[config.mk]
export PLATFORM = sky130hd
export DESIGN_NAME = instruction_fetch
export DESIGN_NICKNAME = d
export VERILOG_FILES = /design/src/rtl/mips_pkg.sv /design/src/rtl/pc_reg.sv /design/src/rtl/instruction_fetch.sv
export SDC_FILE = /design/constraint.sdc
export NUM_CORES = 1
export LEC_CHECK = 0
export CAP_MARGIN = 15
export CORE_AREA = 3 3 131 133
export CTS_CLUSTER_SIZE = 12
export DETAILED_ROUTE_END_ITERATION = 10
export DIE_AREA = 0 0 134 136
export PLACE_DENSITY = 0.79
export SYNTH_ARGS = -nofsm -noshare
export SYNTH_HDL_FRONTEND = slang
export SYNTH_SLANG_ARGS = --single-unit
[constraint.sdc]
create_clock -name clk -period 2.53 [get_ports clk]
set_input_delay 0.3795 -clock clk [delete_from_list [all_inputs] [get_ports clk]]
set_output_delay 0.3795 -clock clk [all_outputs]
set_load 0.05 [all_outputs]
[src/rtl/mips_pkg.sv]
// Shared definitions for the MIPS fetch stage: FSM encoding, reset PC default,
// NOP word and PC alignment helper.
package mips_pkg;

    typedef enum logic [1:0] {
        BOOT     = 2'd0,
        FETCH    = 2'd1,
        WAIT_MEM = 2'd2,
        DRAIN    = 2'd3
    } fetch_state_t;

    localparam logic [31:0] RESET_PC_DEFAULT = 32'h0000_0000;
    localparam logic [31:0] NOP              = 32'h0000_0000;
    localparam logic [31:0] PC_STEP          = 32'd4;

    // Instruction addresses are word aligned; low bits are dropped on every load.
    function automatic logic [31:0] align_pc(input logic [31:0] addr);
        return addr & ~32'd3;
    endfunction

endpackage

[src/rtl/pc_reg.sv]
// Program counter register: asynchronous reset to RESET_PC, load or hold.
// The loaded value is always forced to word alignment.
module pc_reg
    import mips_pkg::*;
#(
    parameter logic [31:0] RESET_PC = RESET_PC_DEFAULT
) (
    input  logic        clk,
    input  logic        reset,
    input  logic        load,
    input  logic [31:0] pcNext,
    output logic [31:0] pc
);

    always_ff @(posedge clk or negedge reset) begin
        if (!reset) begin
            pc <= align_pc(RESET_PC);
        end else if (load) begin
            pc <= align_pc(pcNext);
        end
    end

endmodule

[src/rtl/instruction_fetch.sv]
// MIPS instruction fetch stage: PC sequencing, redirect handling and imem handshake.
// Optional performance counters are built when INSTRUCTION_FETCH_PERF_EN is defined.
module instruction_fetch
    import mips_pkg::*;
#(
    parameter logic [31:0] RESET_PC = RESET_PC_DEFAULT
) (
    input  logic         clk,
    input  logic         reset,
    input  logic         stall,
    input  logic         pcSrc,
    input  logic [31:0]  branchTarget,
    input  logic         jump,
    input  logic [31:0]  jumpTarget,
    output logic         imemReq,
    output logic [31:0]  imemAddr,
    input  logic         imemReady,
    input  logic [31:0]  imemData,
    output logic [31:0]  instruccionOut,
    output logic [31:0]  PC4Out,
    output logic         validOut,
    output logic         flushOut,
`ifdef INSTRUCTION_FETCH_PERF_EN
    output logic [31:0]  fetchCount,
    output logic [31:0]  stallCount,
`endif
    output fetch_state_t fsmState
);

    // Handshake: imemReq/imemAddr name a request; imemReady completes it in the
    // same cycle with imemData valid. Once issued and not ready, the request and
    // address stay stable until imemReady. validOut qualifies instruccionOut/PC4Out
    // for exactly one cycle; there is no backpressure other than stall.

    fetch_state_t state, stateNext;
    logic [31:0]  pc, pcNext, pcPlus4, target, reqAddr, heldData, presentData;
    logic         pcLoad, redirect, present, heldValid, heldSet, heldClr, fetchReq;

    assign redirect = pcSrc | jump;
    assign target   = pcSrc ? branchTarget : jumpTarget;
    assign pcPlus4  = pc + PC_STEP;
    assign fetchReq = !stall && !heldValid;
    assign fsmState = state;

    // In WAIT_MEM/DRAIN the PC may already point at a redirect target.
    assign imemAddr = (state == WAIT_MEM || state == DRAIN) ? reqAddr : pc;

    pc_reg #(
        .RESET_PC (RESET_PC)
    ) u_pc_reg (
        .clk    (clk),
        .reset  (reset),
        .load   (pcLoad),
        .pcNext (pcNext),
        .pc     (pc)
    );

    always_comb begin
        stateNext   = state;
        pcLoad      = 1'b0;
        pcNext      = pcPlus4;
        present     = 1'b0;
        presentData = imemData;
        heldSet     = 1'b0;
        heldClr     = 1'b0;
        imemReq     = 1'b0;
        case (state)
            BOOT: begin
                stateNext = FETCH;
            end
            FETCH: begin
                imemReq = fetchReq;
                if (redirect) begin
                    heldClr = 1'b1;
                    if (fetchReq && !imemReady) begin
                        stateNext = DRAIN;
                    end
                end else if (!stall) begin
                    if (heldValid) begin
                        present     = 1'b1;
                        presentData = heldData;
                        pcLoad      = 1'b1;
                        heldClr     = 1'b1;
                    end else if (imemReady) begin
                        present = 1'b1;
                        pcLoad  = 1'b1;
                    end else begin
                        stateNext = WAIT_MEM;
                    end
                end
            end
            WAIT_MEM: begin
                imemReq = 1'b1;
                if (redirect) begin
                    stateNext = imemReady ? FETCH : DRAIN;
                end else if (imemReady) begin
                    stateNext = FETCH;
                    if (stall) begin
                        heldSet = 1'b1;
                    end else begin
                        present = 1'b1;
                        pcLoad  = 1'b1;
                    end
                end
            end
            DRAIN: begin
                imemReq = 1'b1;
                if (imemReady) begin
                    stateNext = FETCH;
                end
            end
            default: begin
                stateNext = BOOT;
            end
        endcase
        // Redirect outranks stall and any returning word.
        if (redirect) begin
            pcLoad = 1'b1;
            pcNext = target;
        end
    end

    always_ff @(posedge clk or negedge reset) begin
        if (!reset) begin
            state          <= BOOT;
            instruccionOut <= NOP;
            PC4Out         <= 32'd0;
            validOut       <= 1'b0;
            flushOut       <= 1'b0;
            heldValid      <= 1'b0;
            heldData       <= NOP;
            reqAddr        <= align_pc(RESET_PC);
        end else begin
            state    <= stateNext;
            validOut <= present;
            flushOut <= redirect;
            if (present) begin
                instruccionOut <= presentData;
                PC4Out         <= pcPlus4;
            end
            if (heldSet) begin
                heldValid <= 1'b1;
                heldData  <= imemData;
            end else if (heldClr) begin
                heldValid <= 1'b0;
            end
            if (state == FETCH) begin
                reqAddr <= pc;
            end
        end
    end

`ifdef INSTRUCTION_FETCH_PERF_EN
    always_ff @(posedge clk or negedge reset) begin
        if (!reset) begin
            fetchCount <= 32'd0;
            stallCount <= 32'd0;
        end else begin
            if (present) begin
                fetchCount <= fetchCount + 32'd1;
            end
            if (stall || (imemReq && !imemReady)) begin
                stallCount <= stallCount + 32'd1;
            end
        end
    end
`endif

endmodule

==> results of run 1 <==
## layout by cell type, fill, tap and decap left out, drive strengths merged, types with 4 or more instances in the layout
master	synthesis	final
ha	6	6
nor2b	12	12
a22oi	17	17
mux2	95	95
o31ai	4	4
xnor2	10	10
mux2i	36	36
a21oi	51	51
nor4	4	4
buf	29	66
clkbuf	26	20
nand3	14	14
clkinv	0	6
nand2b	5	5
and3	4	4
clkdlybuf4s50	0	160
inv	9	13
o21ai	34	34
nand4	9	9
nand2	64	64
nor2	53	53
o221ai	13	13
conb	1	4
dfrtp	159	159
xor2	27	27
nor3	7	7
## metal layers
layer  part of all wire, %  wire length (um)  vias to the layer above  global-route usage, %
met4                   2.4               509                        0                   8.40
li1                      -                 -                     2890                      -
met2                    50             10700                      187                   38.2
met1                    42              8960                     3024                   31.2
met5                     0                 0                        -                      0
met3                   5.1              1080                       38                   4.70
## path summary, 6_finish.rpt
| check | endpoint | slack, ns | cells after the start |
|---|---|---|---|
| worst max-delay path | imemReq | 0.05 | 7 |
| worst min-delay path | u_pc_reg.pc[31] | 0.32 | 4 |
| worst max register to register | u_pc_reg.pc[3] | 0.22 | 9 |
| worst min register to register | PC4Out[28] | 0.48 | 2 |
| max in group asynchronous | heldData[0] | 1.22 | 3 |
| min in group asynchronous | PC4Out[15] | 0.52 | 2 |
## cell type report
cell class,count,area [um2],share of cell area [%]
diodes,1,2.50,0.0232
clock buffers,18,439,4.08
clock inverters,14,159,1.47
inverters,9,33.8,0.313
multi-input cells,492,3590,33.3
flip-flops and latches,159,3980,36.9
well taps,216,270,2.51
repair buffers,229,2300,21.4
## critical path, cell delays in order (launching register included)
cell and delay (ns):
dfrtp_2 0.45, inv_2 0.10, ha_4 0.16, buf_12 0.13
inv_1 0.06, or3_4 0.39, a21oi_2 0.22, buf_12 0.16
## what timing repair did
action | 4_1_cts | 5_1_grt
hold endpoints to repair | 59 | 0
buffers inserted | 3 | 4
hold buffers | 1 | 0
pin swaps | 1 | 2
resized for setup | 7 | 5
cloned | 0 | 3
endpoints found under the setup margin | 31 | 31
## power by group through the flow
stage	Combinational (W)	Clock, W	Sequential (W)
after floorplan	0.00330	0	0.00574
after global placement	0.00724	0	0.00414
after detailed placement	0.00732	0	0.00419
after CTS	0.00743	0.00263	0.00416
after global routing	0.00807	0.00274	0.00429
final	0.00772	0.00260	0.00416
## kinds of logic after synthesis
| logic type | count (synthesis) |
|---|---|
| AND/OR/NAND/NOR | 181 |
| flip-flops | 159 |
| AO/OA/AOI/OAI | 133 |
| multiplexers | 131 |
| buffers and inverters | 64 |
| XOR/XNOR | 37 |
| adder cells (fa/ha/maj) | 6 |
| other | 1 |
## per-stage QoR
stage | TNS [ns] | hold WS [ns] | utilization, % | setup WS, ns
final | 0 | 0.321 | 67.6 | 0.0454
after detailed placement | 0 | 0.412 | 62.7 | 0.144
after CTS | 0 | 0.309 | 66.8 | 0.000419
after floorplan | 0 | 0.0839 | - | 0.00659
after global routing | -0.0496 | 0.342 | 67.6 | -0.0213
after global placement | 0 | 0.416 | 62.7 | 0.225
==> impl_metrics.yaml, run 1 <==
yosys:
  synth_common_cells: "dfrtp_1 (159), mux2_2 (95), nand2_1 (63)"
  ys_warn_count: 0
  yosys.area.top_type_share_pct: 50.9
  synth_area_leader_cell: "dfrtp_1"
  synth_top_family_by_area: "multiplexers"
  synth_xor_area_share_pct: 4.15
  syn_avg_cell_area_um2: 11.0
  synth_edf_count: 0
  synthSimpleGateAreaFrac_pct: 11.6
  synth_area_leaders: "dfrtp_1 (51%), mux2_2 (14%), mux2i_1 (4.6%)"
  synth_ff_type: "dfrtp_1"
  synth.area.mux_share_pct: 18.3
  synth.yosys.seq_area_share_pct: 50.9
  ys_seq_elements: 159
  syn_inst: 712
  synthMostInstantiatedCell: "dfrtp_1"
  async_flop_share_pct: 100
  synth_compound_area_share_pct: 10.3
  synth_adder_area_share_pct: 0.961
  syn_area_um2: 7810
  synth_cell_type_count: 47
die:
  core-area_um2: 15900
  top_level_ports: 203
  initial_utilization_pct: 49.0
  die_height_um: 136
  die_area_um2: 18200
  die_x_um: 134
  num_rows: 46
placed_design:
  dp_hpwl_um: 14500
  placed_cell_area_um2: 10000
  port_buffers: 194
  gp_routability_congestion: 0.803
  dp_cells: 1094
critical_path:
  cp_max_fo: 12
  timing.rr.start: "fsmState[0]"
  worstSetupPathType: "flip-flop to output pin"
  critPathArrivalTime_ns: 2.11
  start_kind: "flip-flop"
  cp.required_ns: 2.15
  cp-end-kind: "output pin"
  cp-startpoint: "fsmState[1]"
routing:
  vias: 6139
  route.detailed.drc: 0
  wl_per_cell_um: 18.7
  drtIter0Drc: 475
  avgViaCountPerCell: 5.39
  drt-total-wl_um: 21300
  firstDrtPassIters: 7
  drtAntennaViolNets: 0
clock_network:
  cts.clk_slew.worst_paths_ns: 0.06
  clk_latency_ns: 0.43
  cts.sinks: 159
  cts_made_buffers: 17
  cts_tree: "done"
  clock_path_buffers: 2
  htree_levels: 4
  cts_root_buf: "clkbuf_16"
timing:
  skew_ns: 0.00983
  tightest_slew_ns: 0.610
  relSlewSlack_pct: 59.3
  layout_worst_path_cycle_share_pct: 98.2
  final-hold-violation-count: 0
  max_freq_mhz: 402
  period_needed_ns: 2.48
  finalSetupViolations: 0
  grt_setup_unrepaired: "true"
  slew_viol_final: 0
layout:
  final_net_count: 1016
  fillers: 1239
  stdcell_area_um2: 10800
  drive_above_1_share_pct: 23.5
  area_growth_pct: 37.9
  reg.largest.list: "heldData: 32 flops, instruccionOut: 32 flops"
  final_cells: 1138
power:
  power.share.switching_pct: 44.4
  p_comb_share_pct: 53.3
  p_switching_w: 0.00642
  p_int_w: 0.00805
  seqPwrFrac_pct: 28.7
  totalPowerFinal_w: 0.0145
  ir_worst_vdd_v: 0.000910
  power_density_nw_per_um2: 1340
  leakagePower_nw: 4.56
  pwr-share-clk_pct: 18.0
global_route:
  grt_pass1_wl_um: 33200
  track_usage_pct: 23.4
  grt_overflow_total: 0
  antenna_found_initial: 1
  grt_max_degree: 63
  grt_pass1_vias: 6180
hold_path:
  min_from: "jump"
  hold_class: "primary input to flip-flop"
flow_run:
  drv_cap: 0
outcome:
  outcome: "finished, final reports clean"
No activity file was read; power rests on OpenSTA's default activity.
==> run 2, diff against run 1 <==
CAP_MARGIN = 20   (was 15)
==> results of run 2 <==
Same layout as run 1: the final DEF is identical, and so are final timing and power.
